[src/rtl/hazard_stall_ctrl_pkg.sv]
// hazard_stall_ctrl_pkg
// Shared decode vocabulary for the D-stage stall controller and its
// mult/div busy counter. It holds the instruction field ranges, the opcode and
// funct constants, the NOP encoding, the Tuse/Tnew timing encoding, and small
// helper functions that classify an instruction and test one source operand
// for a hazard.
// No ports (package only).

package hazard_stall_ctrl_pkg;

    // Instruction field ranges
    localparam int OP_HI    = 31;
    localparam int OP_LO    = 26;
    localparam int RS_HI    = 25;
    localparam int RS_LO    = 21;
    localparam int RT_HI    = 20;
    localparam int RT_LO    = 16;
    localparam int RD_HI    = 15;
    localparam int RD_LO    = 11;
    localparam int FUNCT_HI = 5;
    localparam int FUNCT_LO = 0;

    // sll $0,$0,0 -- the canonical bubble
    localparam logic [31:0] NOP_INSTR = 32'h0000_0000;

    // Opcodes
    localparam logic [5:0] OP_SPECIAL   = 6'h00;
    localparam logic [5:0] OP_REGIMM    = 6'h01;
    localparam logic [5:0] OP_JAL       = 6'h03;
    localparam logic [5:0] OP_BEQ       = 6'h04;
    localparam logic [5:0] OP_BNE       = 6'h05;
    localparam logic [5:0] OP_BGTZ      = 6'h07;
    localparam logic [5:0] OP_CALI_MIN  = 6'h08;
    localparam logic [5:0] OP_CALI_MAX  = 6'h0F;
    localparam logic [5:0] OP_LOAD_MIN  = 6'h20;
    localparam logic [5:0] OP_LOAD_MAX  = 6'h25;
    localparam logic [5:0] OP_STORE_MIN = 6'h28;
    localparam logic [5:0] OP_STORE_MAX = 6'h2B;

    // SPECIAL funct codes
    localparam logic [5:0] FN_JR    = 6'h08;
    localparam logic [5:0] FN_JALR  = 6'h09;
    localparam logic [5:0] FN_MFHI  = 6'h10;
    localparam logic [5:0] FN_MTHI  = 6'h11;
    localparam logic [5:0] FN_MFLO  = 6'h12;
    localparam logic [5:0] FN_MTLO  = 6'h13;
    localparam logic [5:0] FN_MULT  = 6'h18;
    localparam logic [5:0] FN_MULTU = 6'h19;
    localparam logic [5:0] FN_DIV   = 6'h1A;
    localparam logic [5:0] FN_DIVU  = 6'h1B;

    localparam logic [4:0] REG_ZERO = 5'd0;
    localparam logic [4:0] REG_RA   = 5'd31;

    // Cycles until a value is needed (Tuse) or produced (Tnew). T_NONE marks
    // "operand not read" and compares greater than any real Tnew, so it can
    // never trigger a stall.
    typedef enum logic [1:0] {
        T_ZERO = 2'd0,
        T_ONE  = 2'd1,
        T_TWO  = 2'd2,
        T_NONE = 2'd3
    } timing_e;

    typedef struct packed {
        logic calR;
        logic calI;
        logic load;
        logic store;
        logic branch;
        logic beqBne;
        logic jr;
        logic jalr;
        logic jal;
        logic mdOp;
        logic hiloOp;
        logic mfHiLo;
    } instrClass_t;

    // mult/multu/div/divu: the instructions that occupy the HI/LO unit
    function automatic logic isMdOp(input logic [5:0] op, input logic [5:0] funct);
        return (op == OP_SPECIAL) && (funct >= FN_MULT) && (funct <= FN_DIVU);
    endfunction

    function automatic instrClass_t classifyInstr(input logic [5:0] op, input logic [5:0] funct);
        instrClass_t cls;
        logic        special;
        logic        mtHiLo;
        special      = (op == OP_SPECIAL);
        mtHiLo       = special && ((funct == FN_MTHI) || (funct == FN_MTLO));
        cls          = '0;
        cls.mdOp     = isMdOp(op, funct);
        cls.jr       = special && (funct == FN_JR);
        cls.jalr     = special && (funct == FN_JALR);
        cls.mfHiLo   = special && ((funct == FN_MFHI) || (funct == FN_MFLO));
        cls.hiloOp   = (special && (funct >= FN_MFHI) && (funct <= FN_MTLO)) || cls.mdOp;
        cls.calR     = special && !cls.jr && !cls.jalr && !cls.mdOp && !mtHiLo;
        cls.calI     = (op >= OP_CALI_MIN) && (op <= OP_CALI_MAX);
        cls.load     = (op >= OP_LOAD_MIN) && (op <= OP_LOAD_MAX);
        cls.store    = (op >= OP_STORE_MIN) && (op <= OP_STORE_MAX);
        cls.branch   = (op == OP_REGIMM) || ((op >= OP_BEQ) && (op <= OP_BGTZ));
        cls.beqBne   = (op == OP_BEQ) || (op == OP_BNE);
        cls.jal      = (op == OP_JAL);
        return cls;
    endfunction

    // Register written by an instruction; $0 doubles as "no destination"
    function automatic logic [4:0] destReg(input logic useRd, input logic useRt,
                                           input logic link, input logic [4:0] rt,
                                           input logic [4:0] rd);
        if (useRd)     return rd;
        else if (useRt) return rt;
        else if (link)  return REG_RA;
        else            return REG_ZERO;
    endfunction

    // One source operand stalls when its producer in E or M cannot deliver
    // the value by the time D-stage consumer needs it.
    function automatic logic srcHazard(input logic [4:0] src, input timing_e tUse,
                                       input logic [4:0] destE, input timing_e tNewE,
                                       input logic [4:0] destM, input timing_e tNewM);
        return (src != REG_ZERO) &&
               (((src == destE) && (tUse < tNewE)) ||
                ((src == destM) && (tUse < tNewM)));
    endfunction

endpackage

[src/rtl/hazard_stall_ctrl_md_busy_cnt.sv]
// md_busy_cnt
// Busy tracker for the multi-cycle mult/div unit. A mult/div entering E
// loads the remaining-cycle counter; the unit reports busy during the start
// cycle and while the counter is non-zero, giving exactly LAT busy cycles.
// Ports:
//   clk_i      clock, rising edge
//   rst_n_i    synchronous active-low reset (also masks mdBusy_o)
//   opE_i      opcode of the instruction in E
//   functE_i   funct of the instruction in E
//   mdBusy_o   HI/LO unit occupied

module md_busy_cnt
    import hazard_stall_ctrl_pkg::*;
#(
    parameter int MULT_LAT = 5,
    parameter int DIV_LAT  = 10,
    parameter int CNT_W    = 4
) (
    input  logic       clk_i,
    input  logic       rst_n_i,
    input  logic [5:0] opE_i,
    input  logic [5:0] functE_i,
    output logic       mdBusy_o
);

    logic             start;
    logic             isDiv;
    logic [CNT_W-1:0] cnt_d;
    logic [CNT_W-1:0] cnt_q;

    // Next-count logic. The start cycle itself counts as the first busy
    // cycle, so the counter is loaded with LAT-1. A start while still busy
    // simply reloads (restart), though the stall logic should prevent that.
    always_comb begin
        start = isMdOp(opE_i, functE_i);
        isDiv = (functE_i == FN_DIV) || (functE_i == FN_DIVU);
        cnt_d = cnt_q;
        if (start) begin
            cnt_d = isDiv ? CNT_W'(DIV_LAT - 1) : CNT_W'(MULT_LAT - 1);
        end else if (cnt_q != '0) begin
            cnt_d = cnt_q - CNT_W'(1);
        end
    end

    // Counter register; reset abandons any operation in flight
    always_ff @(posedge clk_i) begin
        if (!rst_n_i) begin
            cnt_q <= '0;
        end else begin
            cnt_q <= cnt_d;
        end
    end

    assign mdBusy_o = rst_n_i & (start | (cnt_q != '0));

endmodule

[src/rtl/hazard_stall_ctrl.sv]
// hazard_stall_ctrl
// D-stage stall/flush control for the 5-stage MIPS pipeline. Handles the
// hazards forwarding cannot fix: the producer in E or M will not have its
// result ready before the D-stage instruction needs it (Tuse < Tnew), and
// HI/LO consumers arriving while the mult/div unit is still busy.
// On a stall, PC and IF/ID hold and ID/EX is loaded with a bubble.
// Optional build macro: STALL_PERF_CNT_EN adds a 32-bit stall-cycle counter.
// Ports:
//   clk        clock, rising edge
//   rst_n      synchronous active-low reset; outputs are forced 0 while low
//   IR_D       instruction in ID
//   IR_E       instruction in EX
//   IR_M       instruction in MEM
//   Stall      freeze PC and IF/ID
//   Flush_E    load NOP into ID/EX next edge (same as Stall)
//   md_busy    mult/div unit occupied
//   stall_cnt  stall-cycle count (STALL_PERF_CNT_EN only)

module hazard_stall_ctrl
    import hazard_stall_ctrl_pkg::*;
#(
    parameter int MULT_LAT = 5,
    parameter int DIV_LAT  = 10,
    parameter int CNT_W    = 4
) (
    input  logic        clk,
    input  logic        rst_n,
    input  logic [31:0] IR_D,
    input  logic [31:0] IR_E,
    input  logic [31:0] IR_M,
    output logic        Stall,
    output logic        Flush_E,
    output logic        md_busy
`ifdef STALL_PERF_CNT_EN
    ,
    output logic [31:0] stall_cnt
`endif
);

    instrClass_t clsD;
    instrClass_t clsE;
    instrClass_t clsM;
    logic [4:0]  rsD;
    logic [4:0]  rtD;
    logic [4:0]  destE;
    logic [4:0]  destM;
    timing_e     tUseRs;
    timing_e     tUseRt;
    timing_e     tNewE;
    timing_e     tNewM;
    logic        regStall;
    logic        mdStall;
    logic        mdBusyInt;
    logic        unusedOk;

    assign clsD = classifyInstr(IR_D[OP_HI:OP_LO], IR_D[FUNCT_HI:FUNCT_LO]);
    assign clsE = classifyInstr(IR_E[OP_HI:OP_LO], IR_E[FUNCT_HI:FUNCT_LO]);
    assign clsM = classifyInstr(IR_M[OP_HI:OP_LO], IR_M[FUNCT_HI:FUNCT_LO]);
    assign rsD  = IR_D[RS_HI:RS_LO];
    assign rtD  = IR_D[RT_HI:RT_LO];

    assign destE = destReg(clsE.calR | clsE.jalr, clsE.calI | clsE.load, clsE.jal,
                           IR_E[RT_HI:RT_LO], IR_E[RD_HI:RD_LO]);
    assign destM = destReg(clsM.calR | clsM.jalr, clsM.calI | clsM.load, clsM.jal,
                           IR_M[RT_HI:RT_LO], IR_M[RD_HI:RD_LO]);

    // Fields and class bits this block has no use for (shamt, immediates,
    // D's own destination, E/M sources)
    assign unusedOk = ^{IR_D[15:6], IR_E[25:21], IR_E[10:6], IR_M[25:21], IR_M[10:6],
                        clsD, clsE, clsM};

    // Tuse for the D-stage operands. Branches and jump-registers compare in D
    // and need the value immediately; stores only need rt at the memory
    // stage; mfhi/mflo read no GPR through rt.
    always_comb begin
        tUseRs = T_NONE;
        if (clsD.branch || clsD.jr || clsD.jalr) begin
            tUseRs = T_ZERO;
        end else if (clsD.calR || clsD.calI || clsD.load || clsD.store) begin
            tUseRs = T_ONE;
        end

        tUseRt = T_NONE;
        if (clsD.beqBne) begin
            tUseRt = T_ZERO;
        end else if (clsD.calR && !clsD.mfHiLo) begin
            tUseRt = T_ONE;
        end else if (clsD.store) begin
            tUseRt = T_TWO;
        end
    end

    // Tnew of the producers still ahead in the pipe. Link writes (jal/jalr)
    // are available for forwarding from E onwards, so they never stall.
    always_comb begin
        tNewE = T_ZERO;
        if (clsE.load) begin
            tNewE = T_TWO;
        end else if (clsE.calR || clsE.calI) begin
            tNewE = T_ONE;
        end

        tNewM = clsM.load ? T_ONE : T_ZERO;
    end

    md_busy_cnt #(
        .MULT_LAT (MULT_LAT),
        .DIV_LAT  (DIV_LAT),
        .CNT_W    (CNT_W)
    ) uMdBusy (
        .clk_i    (clk),
        .rst_n_i  (rst_n),
        .opE_i    (IR_E[OP_HI:OP_LO]),
        .functE_i (IR_E[FUNCT_HI:FUNCT_LO]),
        .mdBusy_o (mdBusyInt)
    );

    // Stall combines register hazards with HI/LO-unit occupancy; reset masks
    // it so nothing freezes while the pipe is being cleared.
    always_comb begin
        regStall = srcHazard(rsD, tUseRs, destE, tNewE, destM, tNewM) |
                   srcHazard(rtD, tUseRt, destE, tNewE, destM, tNewM);
        mdStall  = clsD.hiloOp & mdBusyInt;
        Stall    = rst_n & (regStall | mdStall);
    end

    assign Flush_E = Stall;
    assign md_busy = mdBusyInt;

`ifdef STALL_PERF_CNT_EN
    logic [31:0] stallCnt_d;
    logic [31:0] stallCnt_q;

    // Stall-cycle counter, free-running and wrapping at 2^32
    always_comb begin
        stallCnt_d = stallCnt_q;
        if (Stall) begin
            stallCnt_d = stallCnt_q + 32'd1;
        end
    end

    // Stall-cycle counter register
    always_ff @(posedge clk) begin
        if (!rst_n) begin
            stallCnt_q <= '0;
        end else begin
            stallCnt_q <= stallCnt_d;
        end
    end

    assign stall_cnt = stallCnt_q;
`else
    // No performance counter in this build
`endif

endmodule
[config.mk]
export PLATFORM = sky130hd
export DESIGN_NAME = hazard_stall_ctrl
export DESIGN_NICKNAME = d
export VERILOG_FILES = /design/src/rtl/hazard_stall_ctrl_pkg.sv /design/src/rtl/hazard_stall_ctrl_md_busy_cnt.sv /design/src/rtl/hazard_stall_ctrl.sv
export SDC_FILE = /design/constraint.sdc
export NUM_CORES = 1
export LEC_CHECK = 0
export ABC_AREA = 1
export ABC_CLOCK_PERIOD_IN_PS = 3550
export BUFFER_PORTS_ARGS = -buffer_cell sky130_fd_sc_hd__buf_4
export CAP_MARGIN = 15
export CORE_UTILIZATION = 31
export DETAILED_ROUTE_END_ITERATION = 7
export RECOVER_POWER = 50
export SLEW_MARGIN = 20
export SYNTH_ARGS = -nofsm -noshare
export SYNTH_HDL_FRONTEND = slang
export SYNTH_SLANG_ARGS = --single-unit
[constraint.sdc]
create_clock -name clk -period 3.55 [get_ports clk]
set_input_delay 0.5325 -clock clk [delete_from_list [all_inputs] [get_ports clk]]
set_output_delay 0.5325 -clock clk [all_outputs]
set_load 0.005 [all_outputs]
=== Word-level counts from Yosys, hierarchy flattened ===
Cells that the tools add are included.

* Bits of input ports: 98
* Flip-flop bits (word level): 4
* Output and inout bits: 3

* Add/subtract/negate cells: 1
* Muxes and demuxes: 17
* Order comparisons: 28
* Bitwise operators: 10
* Reductions and logical operators: 81
* Equality and inequality tests: 25

{| class="wikitable"
|+ Operator list
! cell !! count
|-
| $eq A6 B5 Y1 const B || 10
|-
| $logic_and A1 B1 Y1 || 45
|-
| $eq A6 B4 Y1 const B || 6
|-
| $mux W5 || 6
|-
| $ge A6 B5 Y1 const B || 4
|-
| $ge A6 B6 Y1 const B || 4
|-
| $le A6 B5 Y1 const B || 4
|-
| $le A6 B6 Y1 const B || 4
|-
| $eq A5 B5 Y1 || 4
|-
| $ge A6 B4 Y1 const B || 3
|-
| $le A6 B4 Y1 const B || 3
|-
| $logic_not A6 Y1 || 3
|-
| $logic_or A1 B1 Y1 || 16
|-
| $logic_not A1 Y1 || 13
|-
| $eq A6 B2 Y1 const B || 2
|-
| $eq A6 B3 Y1 const B || 2
|-
| $mux W4 || 3
|-
| $mux W2 || 5
|-
| $reduce_bool A5 Y1 || 2
|-
| $or A1 B1 Y1 || 7
|-
| $eq A6 B1 Y1 const B || 1
|-
| $ge A6 B3 Y1 const B || 1
|-
| $le A6 B3 Y1 const B || 1
|-
| $lt A2 B1 Y1 || 2
|-
| 6 further kinds || 11
|}

=== Longest topological paths before layout ===
* Word-level depth: 19
* Gate-level depth with buffers: 18

=== By module ===
A second synthesis with hierarchy kept.

* Cells, all modules: 309
* Area, all modules: 1,485.2 µm²

{| class="wikitable"
|+ By module, submodules not included
! module !! seq. area each (µm²) !! times used !! area each (µm²) !! cells an instance
|-
| hazard_stall_ctrl || 0.0 || 1 || 1,143.6 || 252
|-
| md_busy_cnt || 80.1 || 1 || 341.6 || 57
|}

=== Worst setup path after synthesis ===
OpenSTA, ideal clock, no wires.

* Kind: input -> output
* Start point: input IR_D[29]
* End point: output Stall
* Arrival time: 2.199 ns
* Setup slack: 0.819 ns
* Buffers on the path: 1
* Stages on the path: 17
* Cells stage by stage: nor2_1 -> nand3_1 -> nor2_1 -> inv_1 -> nor3_1 -> a21oi_1 -> ha_1 -> nand2_1 -> nand2_1 -> nor2_1 -> nand3_1 -> nand2_1 -> nand2_1 -> nand3_1 -> nand2_1 -> inv_1 -> buf_4

* Cells in the longest elaborated chain, start to end: 19
* Elaborated cells on any way between the ends: 63

{| class="wikitable"
|+ RTL lines
! item !! RTL line !! RTL
|-
| start: declaration || hazard_stall_ctrl.sv:28 || <nowiki>input logic [31:0] IR_D,</nowiki>
|-
| parallel branches: the longest is 17 deep, another holds $ge A6 B4 Y1 || - ||
|-
| $or A1 B1 Y1 * || hazard_stall_ctrl.sv:124 || <nowiki>Stall = rst_n & (regStall | mdStall);</nowiki>
|-
| $and A1 B1 Y1 * || hazard_stall_ctrl.sv:124 ||
|-
| end: declaration || hazard_stall_ctrl.sv:31 || <nowiki>output logic Stall,</nowiki>
|}

Mark *: on every way between the ends.

=== Final worst setup path ===
Ends and elaborated chain as after synthesis.

==> impl_metrics.json <==
{
  "run_status": "complete, but fails checks",
  "violations": "DRC",
  "critPathArrivalTime_ns": 2.53,
  "placed_cell_area_um2": 2050,
  "clock_tree.root_cell": "sky130_fd_sc_hd__clkbuf_8",
  "largest_reg_flops": 4,
  "io-pin-count": 101,
  "timing.setup.critical_path_class": "input port to output pin",
  "dieWidth_um": 70.8,
  "layout_worst_path_cycle_share": 0.863,
  "coreArea_um2": 4440,
  "syn_inst": 286,
  "max_clock_freq_mhz": 326,
  "min-delay-path-class": "flip-flop to flip-flop",
  "cap_violations": 0,
  "nNetsFinal": 462,
  "slew_headroom": 0.654,
  "dp.final_hpwl_um": 3550,
  "cell_area_power_density_nw_per_um2": 215,
  "layout.cells.most_common": "sky130_fd_sc_hd__nand2_1",
  "detail_route.first_pass.iterations": 7,
  "post_cts_buffers": 0,
  "synthToLayoutAreaGrowth_pct": 41.6,
  "slowest_cell_delay_on_critical_path_ns": 0.28,
  "via_count_of_the_first_global_routing_pass": 1633,
  "post_detailed_route_via_to_cell_ratio": 4.60,
  "gp_congestion": 0.833,
  "drive_above_1_share": 0.274,
  "maxSlewViolCount": 0,
  "routed_wirelength_um": 4010,
  "tightestPinTransition_ns": 0.513,
  "port-buffer-count": 70,
  "synthesis.yosys.warnings": 0,
  "total_leakage_power_nw": 1.22,
  "start_kind": "input port",
  "crit_path_cell_trace": "buf_4 -> nor2_1 -> nand3_1 -> nor2_1 -> inv_1 -> nor3_1 -> a21oi_1 -> ha_1 -> nand2_1 -> nand2_1 -> nor2_1 -> nand3_1 -> nand2_1 -> nand2_1 -> nand3_1 -> nand2_1 -> inv_1 -> buf_4",
  "synth_cell_types": 29,
  "floorplan.initialDensity": 0.330,
  "final.setup.worst_slack_ns": 0.487,
  "dr_total_vias": 1887,
  "synth.yosys.seq_area_share": 0.0546,
  "clk_transition_reported_paths_ns": 0.03,
  "postLayoutCoreUtil": 0.467,
  "layout.cells.most_common_list": "81 x sky130_fd_sc_hd__nand2_1, 70 x sky130_fd_sc_hd__buf_4, 51 x sky130_fd_sc_hd__inv_1, 45 x sky130_fd_sc_hd__nand3_1, 35 x sky130_fd_sc_hd__nor2_1",
  "postSynthRegisterBits": 4,
  "finalSetupViolations": 0,
  "critical_path.top_delay_family": "simple AND/OR/NAND/NOR gates",
  "clk-insertion-delay-late_ns": 0.22,
  "post-route-cell-area_um2": 2080,
  "mappedNetlistNets": 388,
  "critPathMostFrequentCell": "sky130_fd_sc_hd__nand2_1",
  "die_height_um": 70.8,
  "drtIter0Drc": 71,
  "htree_levels": 1,
  "setup_total_negative_slack_ns": 0,
  "crit_path_end_kind": "output pin",
  "cts_made_buffers": 3,
  "synth.avg_cell_area_um2": 5.13,
  "n_fill_cell": 519,
  "largestRegisters": "uMdBusy.cnt_q (4)",
  "tritoncts": "built",
  "finalCriticalPeriod_ns": 3.06,
  "fin_skew_ns": 0.00122,
  "number_of_antenna_violations_at_the_first_check_in_global_routing": 0,
  "wl_per_cell_um": 9.78,
  "antenna_violating_nets_post_route": 0,
  "grt_start_max_net_pins": 11,
  "worst-path-max-fanout": 4,
  "die_area_um2": 5010,
  "overall_fraction_of_global_route_tracks_in_use": 0.159,
  "cts.sinks": 4,
  "cp_num_buf_inv": 4,
  "postCtsHoldBufs": 0,
  "gr_ovfl_total": 0,
  "timing.reg2reg.setup_slack_ns": 2.26,
  "synthesis.area_um2": 1470,
  "cp_data_required_time_ns": 3.02,
  "peakVddDrop_uv": 216,
  "cts_resized": 0,
  "cpMaxStageDelayCell": "sky130_fd_sc_hd__ha_1",
  "grt_first_pass_wirelength_um": 6720,
  "pre_cts_ws_ns": 0.477,
  "remaining_drc_errors": 8,
  "clock_tree.buffer_depth": 2,
  "finalHoldWorstSlack_ns": 0.568,
  "antennaDiodeCount": 0,
  "rsz0062_at_grt": "false",
  "number_of_rows_created_at_floorplan": 24,
  "timing_hold_violations_final": 0,
  "largest-register": "uMdBusy.cnt_q"
}
[per-layer routing]
layer	up-vias	global-route usage	routed length [um]
met2	43	0.278	1880
met5	-	0	0
met1	784	0.221	1960
met3	0	0.0171	179
met4	0	0.00667	0
li1	1060	-	-
[worst paths after layout]
check                                      start          endpoint  depth (start not counted)
worst min-delay path            uMdBusy.cnt_q[3]  uMdBusy.cnt_q[3]                          3
worst max-delay path                    IR_D[29]             Stall                         18
worst min register to register  uMdBusy.cnt_q[3]  uMdBusy.cnt_q[3]                          3
worst max register to register  uMdBusy.cnt_q[0]  uMdBusy.cnt_q[2]                          9
[final cells by class]
class                      instances  area (um2)  area share
tap                               52        65.1      0.0313
multi-input combinational        228        1170       0.561
clock buffer                       3        41.3      0.0199
sequential                         4        80.1      0.0386
inverter                          53         199      0.0958
timing repair buffer              70         526       0.253
[worst reg2reg max path, cell delays in order, from the launching register on]
cell and delay [ns]:
sky130_fd_sc_hd__dfxtp_1 0.35, sky130_fd_sc_hd__inv_1 0.09, sky130_fd_sc_hd__ha_1 0.19, sky130_fd_sc_hd__nand2_1 0.08, sky130_fd_sc_hd__inv_1 0.08, sky130_fd_sc_hd__nand2_1 0.07
sky130_fd_sc_hd__nand2_1 0.07, sky130_fd_sc_hd__inv_1 0.11, sky130_fd_sc_hd__o21ai_0 0.09, sky130_fd_sc_hd__a21oi_1 0.10
[through the flow]
stage	power, mW	instances
after floorplan	0.241	286
after global placement	0.347	407
after detailed placement	0.349	407
after CTS	0.447	410
after global routing	0.491	410
final	0.447	410
[cells in the mapped netlist (all sizes together)]
cell	count	area share
a2111oi	1	0.0060
a21boi	1	0.0051
a21oi	6	0.023
a31oi	1	0.0043
buf	1	0.0051
dfxtp	4	0.055
ha	4	0.034
inv	53	0.14
nand2	94	0.28
nand3	49	0.18
nand3b	3	0.018
nand4	6	0.026
nor2	38	0.12
nor3	7	0.031
nor4	3	0.013
o21ai	7	0.024
o21bai	1	0.0051
o22ai	1	0.0043
xor2	6	0.036
[cell families (layout without fill, tap and decap cells)]
family / after synthesis / after routing / share of synthesized area
and+or+nand+nor: 200 / 200 / 0.663
buffers and inverters: 54 / 126 / 0.141
AOI/OAI and AO/OA: 18 / 18 / 0.0717
xor gates and xnor gates: 6 / 6 / 0.0358
adders and majority gates: 4 / 4 / 0.0341
DFF: 4 / 4 / 0.0546
[report_power, final]
group / switching, mW / internal (mW)
clock network: 0.0237 / 0.0723
logic: 0.146 / 0.130
registers: 0.0129 / 0.0618
total: 0.183 / 0.264
No activity file was read; power rests on OpenSTA's default activity.
